[config.mk]
export PLATFORM = sky130hd
export DESIGN_NAME = sam_arbiter
export DESIGN_NICKNAME = d
export VERILOG_FILES = /design/src/rtl/sam_arbiter.sv
export SDC_FILE = /design/constraint.sdc
export NUM_CORES = 1
export LEC_CHECK = 0
export CORE_MARGIN = 1
export CORE_UTILIZATION = 41
export DETAILED_ROUTE_END_ITERATION = 7
export GPL_ROUTABILITY_DRIVEN = 1
export PLACE_DENSITY_LB_ADDON = 0.3
export SETUP_SLACK_MARGIN = 0.2
export SLEW_MARGIN = 20
export SYNTH_ARGS = -nofsm -noshare
export SYNTH_HDL_FRONTEND = slang
export SYNTH_SLANG_ARGS = --single-unit
[constraint.sdc]
create_clock -name Clock -period 2.1 [get_ports Clock]
set_input_delay 0.42 -clock Clock [delete_from_list [all_inputs] [get_ports Clock]]
set_output_delay 0.42 -clock Clock [all_outputs]
set_load 0.03 [all_outputs]
[src/rtl/sam_arbiter.sv]
// Round-robin front end that shares one SAM shift-add multiplier among N requesters.
// Latches one request's operands, runs SAM once, returns the product with a watchdog abort.
module sam_arbiter #(
  parameter int unsigned N       = 4,
  parameter int unsigned WIDTH   = 8,
  parameter int unsigned TIMEOUT = 64
) (
  input  logic                 Clock,
  input  logic                 Reset,
  input  logic [N-1:0]         Req,
  input  logic [N*WIDTH-1:0]   ReqMultiplicand,
  input  logic [N*WIDTH-1:0]   ReqMultiplier,
  output logic [N-1:0]         Grant,
  output logic [N-1:0]         RespValid,
  output logic [2*WIDTH-1:0]   RespProduct,
  output logic                 RespErr,
  output logic                 Busy,
  output logic                 SamStart,
  output logic [WIDTH-1:0]     SamMultiplicand,
  output logic [WIDTH-1:0]     SamMultiplier,
  input  logic [2*WIDTH-1:0]   SamProduct,
  input  logic                 SamDone
);

  localparam int unsigned IDX_W = (N > 1) ? $clog2(N) : 1;
  localparam int unsigned CNT_W = $clog2(TIMEOUT + 1);
  localparam int unsigned PW    = 2 * WIDTH;

  typedef enum logic [2:0] {IDLE, ISSUE, WAIT_LOW, WAIT_HIGH, RESP} state_t;

  state_t             state_q, state_d;
  logic [IDX_W-1:0]   ptr_q, ptr_d;
  logic [IDX_W-1:0]   idx_q, idx_d;
  logic [CNT_W-1:0]   wdog_q, wdog_d;
  logic [N-1:0]       grant_d, resp_valid_d;
  logic [PW-1:0]      prod_d;
  logic               err_d, busy_d, sam_start_d;
  logic [WIDTH-1:0]   mcand_d, mplier_d;

  logic               pick_valid;
  logic [IDX_W-1:0]   pick_idx;
  logic [IDX_W-1:0]   scan_pos;
  logic               wdog_hit;

  // Round-robin pick: first asserted Req at or above the pointer, wrapping modulo N.
  always_comb begin
    pick_valid = 1'b0;
    pick_idx   = '0;
    scan_pos   = '0;
    for (int unsigned k = 0; k < N; k++) begin
      if (32'(ptr_q) + k >= N) begin
        scan_pos = IDX_W'(32'(ptr_q) + k - N);
      end else begin
        scan_pos = IDX_W'(32'(ptr_q) + k);
      end
      if (!pick_valid && Req[scan_pos]) begin
        pick_valid = 1'b1;
        pick_idx   = scan_pos;
      end
    end
  end

  assign wdog_hit = (wdog_q == CNT_W'(TIMEOUT - 1));

  // Next-state and next-output logic.
  always_comb begin
    state_d      = state_q;
    ptr_d        = ptr_q;
    idx_d        = idx_q;
    wdog_d       = wdog_q;
    grant_d      = '0;
    resp_valid_d = '0;
    sam_start_d  = 1'b0;
    busy_d       = Busy;
    prod_d       = RespProduct;
    err_d        = RespErr;
    mcand_d      = SamMultiplicand;
    mplier_d     = SamMultiplier;

    unique case (state_q)
      IDLE: begin
        if (pick_valid) begin
          idx_d    = pick_idx;
          grant_d  = N'(1) << pick_idx;
          busy_d   = 1'b1;
          mcand_d  = ReqMultiplicand[32'(pick_idx) * WIDTH +: WIDTH];
          mplier_d = ReqMultiplier[32'(pick_idx) * WIDTH +: WIDTH];
          state_d  = ISSUE;
        end
      end
      ISSUE: begin
        sam_start_d = 1'b1;
        wdog_d      = '0;
        state_d     = WAIT_LOW;
      end
      WAIT_LOW: begin
        // A Done left high by the previous operation must fall before we look for the edge.
        wdog_d = wdog_q + CNT_W'(1);
        if (wdog_hit) begin
          prod_d       = '0;
          err_d        = 1'b1;
          resp_valid_d = N'(1) << idx_q;
          state_d      = RESP;
        end else if (!SamDone) begin
          state_d = WAIT_HIGH;
        end
      end
      WAIT_HIGH: begin
        // Done takes priority over a watchdog expiring in the same cycle.
        wdog_d = wdog_q + CNT_W'(1);
        if (SamDone) begin
          prod_d       = SamProduct;
          err_d        = 1'b0;
          resp_valid_d = N'(1) << idx_q;
          state_d      = RESP;
        end else if (wdog_hit) begin
          prod_d       = '0;
          err_d        = 1'b1;
          resp_valid_d = N'(1) << idx_q;
          state_d      = RESP;
        end
      end
      RESP: begin
        busy_d  = 1'b0;
        ptr_d   = (idx_q == IDX_W'(N - 1)) ? '0 : idx_q + IDX_W'(1);
        state_d = IDLE;
      end
      default: state_d = IDLE;
    endcase
  end

  // State and registered outputs.
  always_ff @(posedge Clock) begin
    if (Reset) begin
      state_q         <= IDLE;
      ptr_q           <= '0;
      idx_q           <= '0;
      wdog_q          <= '0;
      Grant           <= '0;
      RespValid       <= '0;
      RespProduct     <= '0;
      RespErr         <= 1'b0;
      Busy            <= 1'b0;
      SamStart        <= 1'b0;
      SamMultiplicand <= '0;
      SamMultiplier   <= '0;
    end else begin
      state_q         <= state_d;
      ptr_q           <= ptr_d;
      idx_q           <= idx_d;
      wdog_q          <= wdog_d;
      Grant           <= grant_d;
      RespValid       <= resp_valid_d;
      RespProduct     <= prod_d;
      RespErr         <= err_d;
      Busy            <= busy_d;
      SamStart        <= sam_start_d;
      SamMultiplicand <= mcand_d;
      SamMultiplier   <= mplier_d;
    end
  end

endmodule
==> summary.txt <==
STA
  – Slew margin rel.: 71.9%
  – FMAX: 544 MHz
  – # setup viols final: 0
  – Final Hold Fails: 0
  – Worst-Margin Slew: 420 ps
  – Max-slew violations: 0
  – Worst hold slack: around 470 ps
  – Fin crit period: 1840 ps
  – Worst clock skew: ~5.3 ps
  – RSZ-0062 raised after global routing: no
  – Slack of the critical path: 261 ps
  – Final period utilization: 87.6%

Floorplan
  – Die area: 0.00684 mm2
  – Die height: approximately 83 um
  – Boundary Pins: 130
  – Starting Density: about 42%
  – Horiz. Die Dim: 82.7 um
  – Cell row count: 29
  – Core area: roughly 0.0063 mm2

Hold path
  – Hold Crit Depth: 2
  – HP Class: flop to flop

Route
  – Via/cell ratio: just over 5
  – 1st-iter DRT viols: around 100
  – Met2 Wirelength: 3700 um
  – Drt drc: 0
  – Final WL: just over 7000 um
  – DR pass1 iterations: 4
  – Vias: 2,463
  – WL met1: 2920 um
  – Wirelength per Cell: 14.4 um
  – Met3 Routed Length: 289 um
  – Top Layer Used: met4
  – Post-detailed-route count of antenna-violating nets: 0

Yosys
  – Seq/Total Area, Yosys: 42.7%
  – Post-Synthesis Net Count: around 360
  – Synth cell types: 41
  – Synthesized area per cell: 10.1 um2
  – Yosys reg bits: 57
  – Yosys warns: 0
  – Mapped Cells: 265
  – Post-Syn Area: ~0.0027 mm2

Clock network
  – TritonCTS Buffers: 9
  – Cts hold-fix bufs: 0
  – H-tree levels: 3
  – CTS root buf: clkbuf_8
  – Clk_lat worst skew: around 330 ps
  – CTS Buffer Depth: 2
  – Worst-path clk slew: roughly 70 ps
  – CTS tree: built
  – # clock sinks: 57

Setup path
  – Arrival time worst endpoint: 2050 ps
  – Critical setup path kind: input pin to flop
  – Critical path startpoint category: input pin
  – R2R cell count: 6
  – WP data required: 2310 ps
  – Max Fanout on Critical Path: 6
  – Crit end category: flop

Power and ir drop
  – Worst vdd ir: 0.000403 V
  – Leakage power: 1.57 nW
  – PD cells: 709 mW/mm2
  – Reg power frac: 39.4%
  – Comb pwr share: 24.7%
  – Clk pwr share: a little over a third
  – Net switching fraction of the power: 27.7%
  – Int Pwr: 2.21 mW
  – Switch Pwr: between 0.8 and 0.9 mW

Finish
  – Area Growth Syn to Fin: 61.6%
  – # diodes: 0
  – Post-route insts no fill: around 490
  – Share of cells above drive strength 1: 15.8%
  – Nets: 498

Global routing
  – Largest net degree at the start of global routing: 23
  – Initial antenna violation count: 0
  – Overflow after GRT: 0
  – Tot GR Track Use: 20.8%
  – Number of global-route vias before repair: between 2,000 and 2,500
  – First-pass GRT wire length: 10,600 um

Place
  – Placed instance count: 471
  – Detailed placement HPWL: 5310 um
  – Final GP Congestion: 0.716
  – Port Buffers: 129
  – Place WS: -88.0 ps

Run
  – Max cap viols: 0

Outcome
  – Outcome: complete, no violations
## state kept, by name, indices dropped and copies added, names as in the netlist
name,cells
state_q,3
SamStart,1
Busy,1
RespErr,1
idx_q,2
Grant,4
wdog_q,7
ptr_q,2
SamMultiplicand,8
RespProduct,16
RespValid,4
SamMultiplier,8
## per-stage QoR
stage          cell area [um2]  utilization [%]  power, mW  setup TNS (ps)
4_1_cts                   4310             68.2       3.08               0
6_report                  4320             68.4       3.06               0
5_1_grt                   4320             68.4       3.20               0
2_1_floorplan             2670                -       1.61               0
3_3_place_gp              4100             64.9       1.97            -319
3_5_place_dp              4100             64.9       1.98           -1120
## routing by layer
layer | up-vias | track usage (%)
li1 | 1242 | -
met1 | 1139 | 24.2
met2 | 68 | 35.2
met3 | 14 | 5.16
met4 | 0 | 10.5
met5 | - | 0
## layout make-up
class	instances	area, um2
Inverter	5	18.8
Multi-Input combinational cell	188	1390
Clock inverter	6	82.6
Clock buffer	10	128
Fill cell	536	2000
Timing Repair Buffer	145	1470
Sequential cell	57	1140
Tap cell	77	96.3
## power by group through the flow
stage               sequential (mW)  clock, mW  combinational [mW]
global route                   1.22       1.17               0.809
global placement               1.23          0               0.741
CTS                            1.21       1.12               0.757
detailed placement             1.23          0               0.755
floorplan                      1.34          0               0.275
finish                         1.21       1.10               0.756
## placed cells by master (no fill, tap or decap), drive strengths merged, types with 2 or more instances in the layout
cell             n
a21o             2
or2              2
nor3             6
or3              2
o221ai          17
bufinv           2
clkinv           3
o21ai            2
nor2            35
buf             16
inv              5
nand2b           3
clkdlybuf4s50  129
a211oi           2
a22oi           19
and2             5
mux2i           34
a21oi           12
ha               5
dfxtp           57
nand3            4
nand2           28
clkbuf          10
## worst paths after layout
kind,from,endpoint,slack (ps)
setup / recovery,Req[0],SamMultiplicand[7],260
hold / removal,SamMultiplicand[0],SamMultiplicand[0],470
setup reg to reg,wdog_q[0],RespProduct[5],330
hold reg to reg,SamMultiplicand[0],SamMultiplicand[0],470
## worst max-delay path: stages
cell and delay (ps):
clkdlybuf4s50_1 470, or4_4 570, nand2_2 80, nor3_1 60, nand2b_1 150, buf_4 170, o221ai_1 120
## synth_stat cells (all sizes together)
cell | count | area share (%)
a2111oi | 1 | 0.33
o221ai | 17 | 7.4
a311oi | 1 | 0.56
nand2 | 28 | 4.1
dfxtp | 57 | 43
nor2b | 1 | 0.23
nand3 | 4 | 0.94
o211ai | 1 | 0.28
a22oi | 19 | 7.2
inv | 5 | 0.70
nand2b | 3 | 0.70
o2bb2a | 1 | 0.37
mux2 | 1 | 0.42
a21oi | 12 | 2.4
nor3 | 6 | 1.1
or4 | 1 | 0.42
a21o | 1 | 0.56
nand4 | 1 | 0.23
a211oi | 2 | 0.75
or2 | 2 | 0.47
mux2i | 34 | 13
nor2 | 35 | 5.1
nand3b | 1 | 0.28
o21ai | 2 | 0.37
clkbuf | 3 | 0.42
and2 | 5 | 1.2
ha | 5 | 2.3
or3 | 2 | 0.66
buf | 13 | 4.6
nor3b | 1 | 0.28
## timing repair
| item | 4_1_cts | 5_1_grt |
|---|---|---|
| buffers inserted | 0 | 0 |
| endpoints found under the setup margin | 0 | 3 |
| gates resized for setup | 0 | 1 |
## kinds of logic (layout without fill, tap and decap cells)
group | after synthesis | count (layout) | share of synthesized area, %
mux | 35 | 35 | 13.2
fa+ha+maj | 5 | 5 | 2.34
compound gates | 57 | 58 | 20.3
flops | 57 | 57 | 42.7
simple gates | 90 | 90 | 15.7
buf+inv | 21 | 166 | 5.76
(Power assumes the default switching activity.)
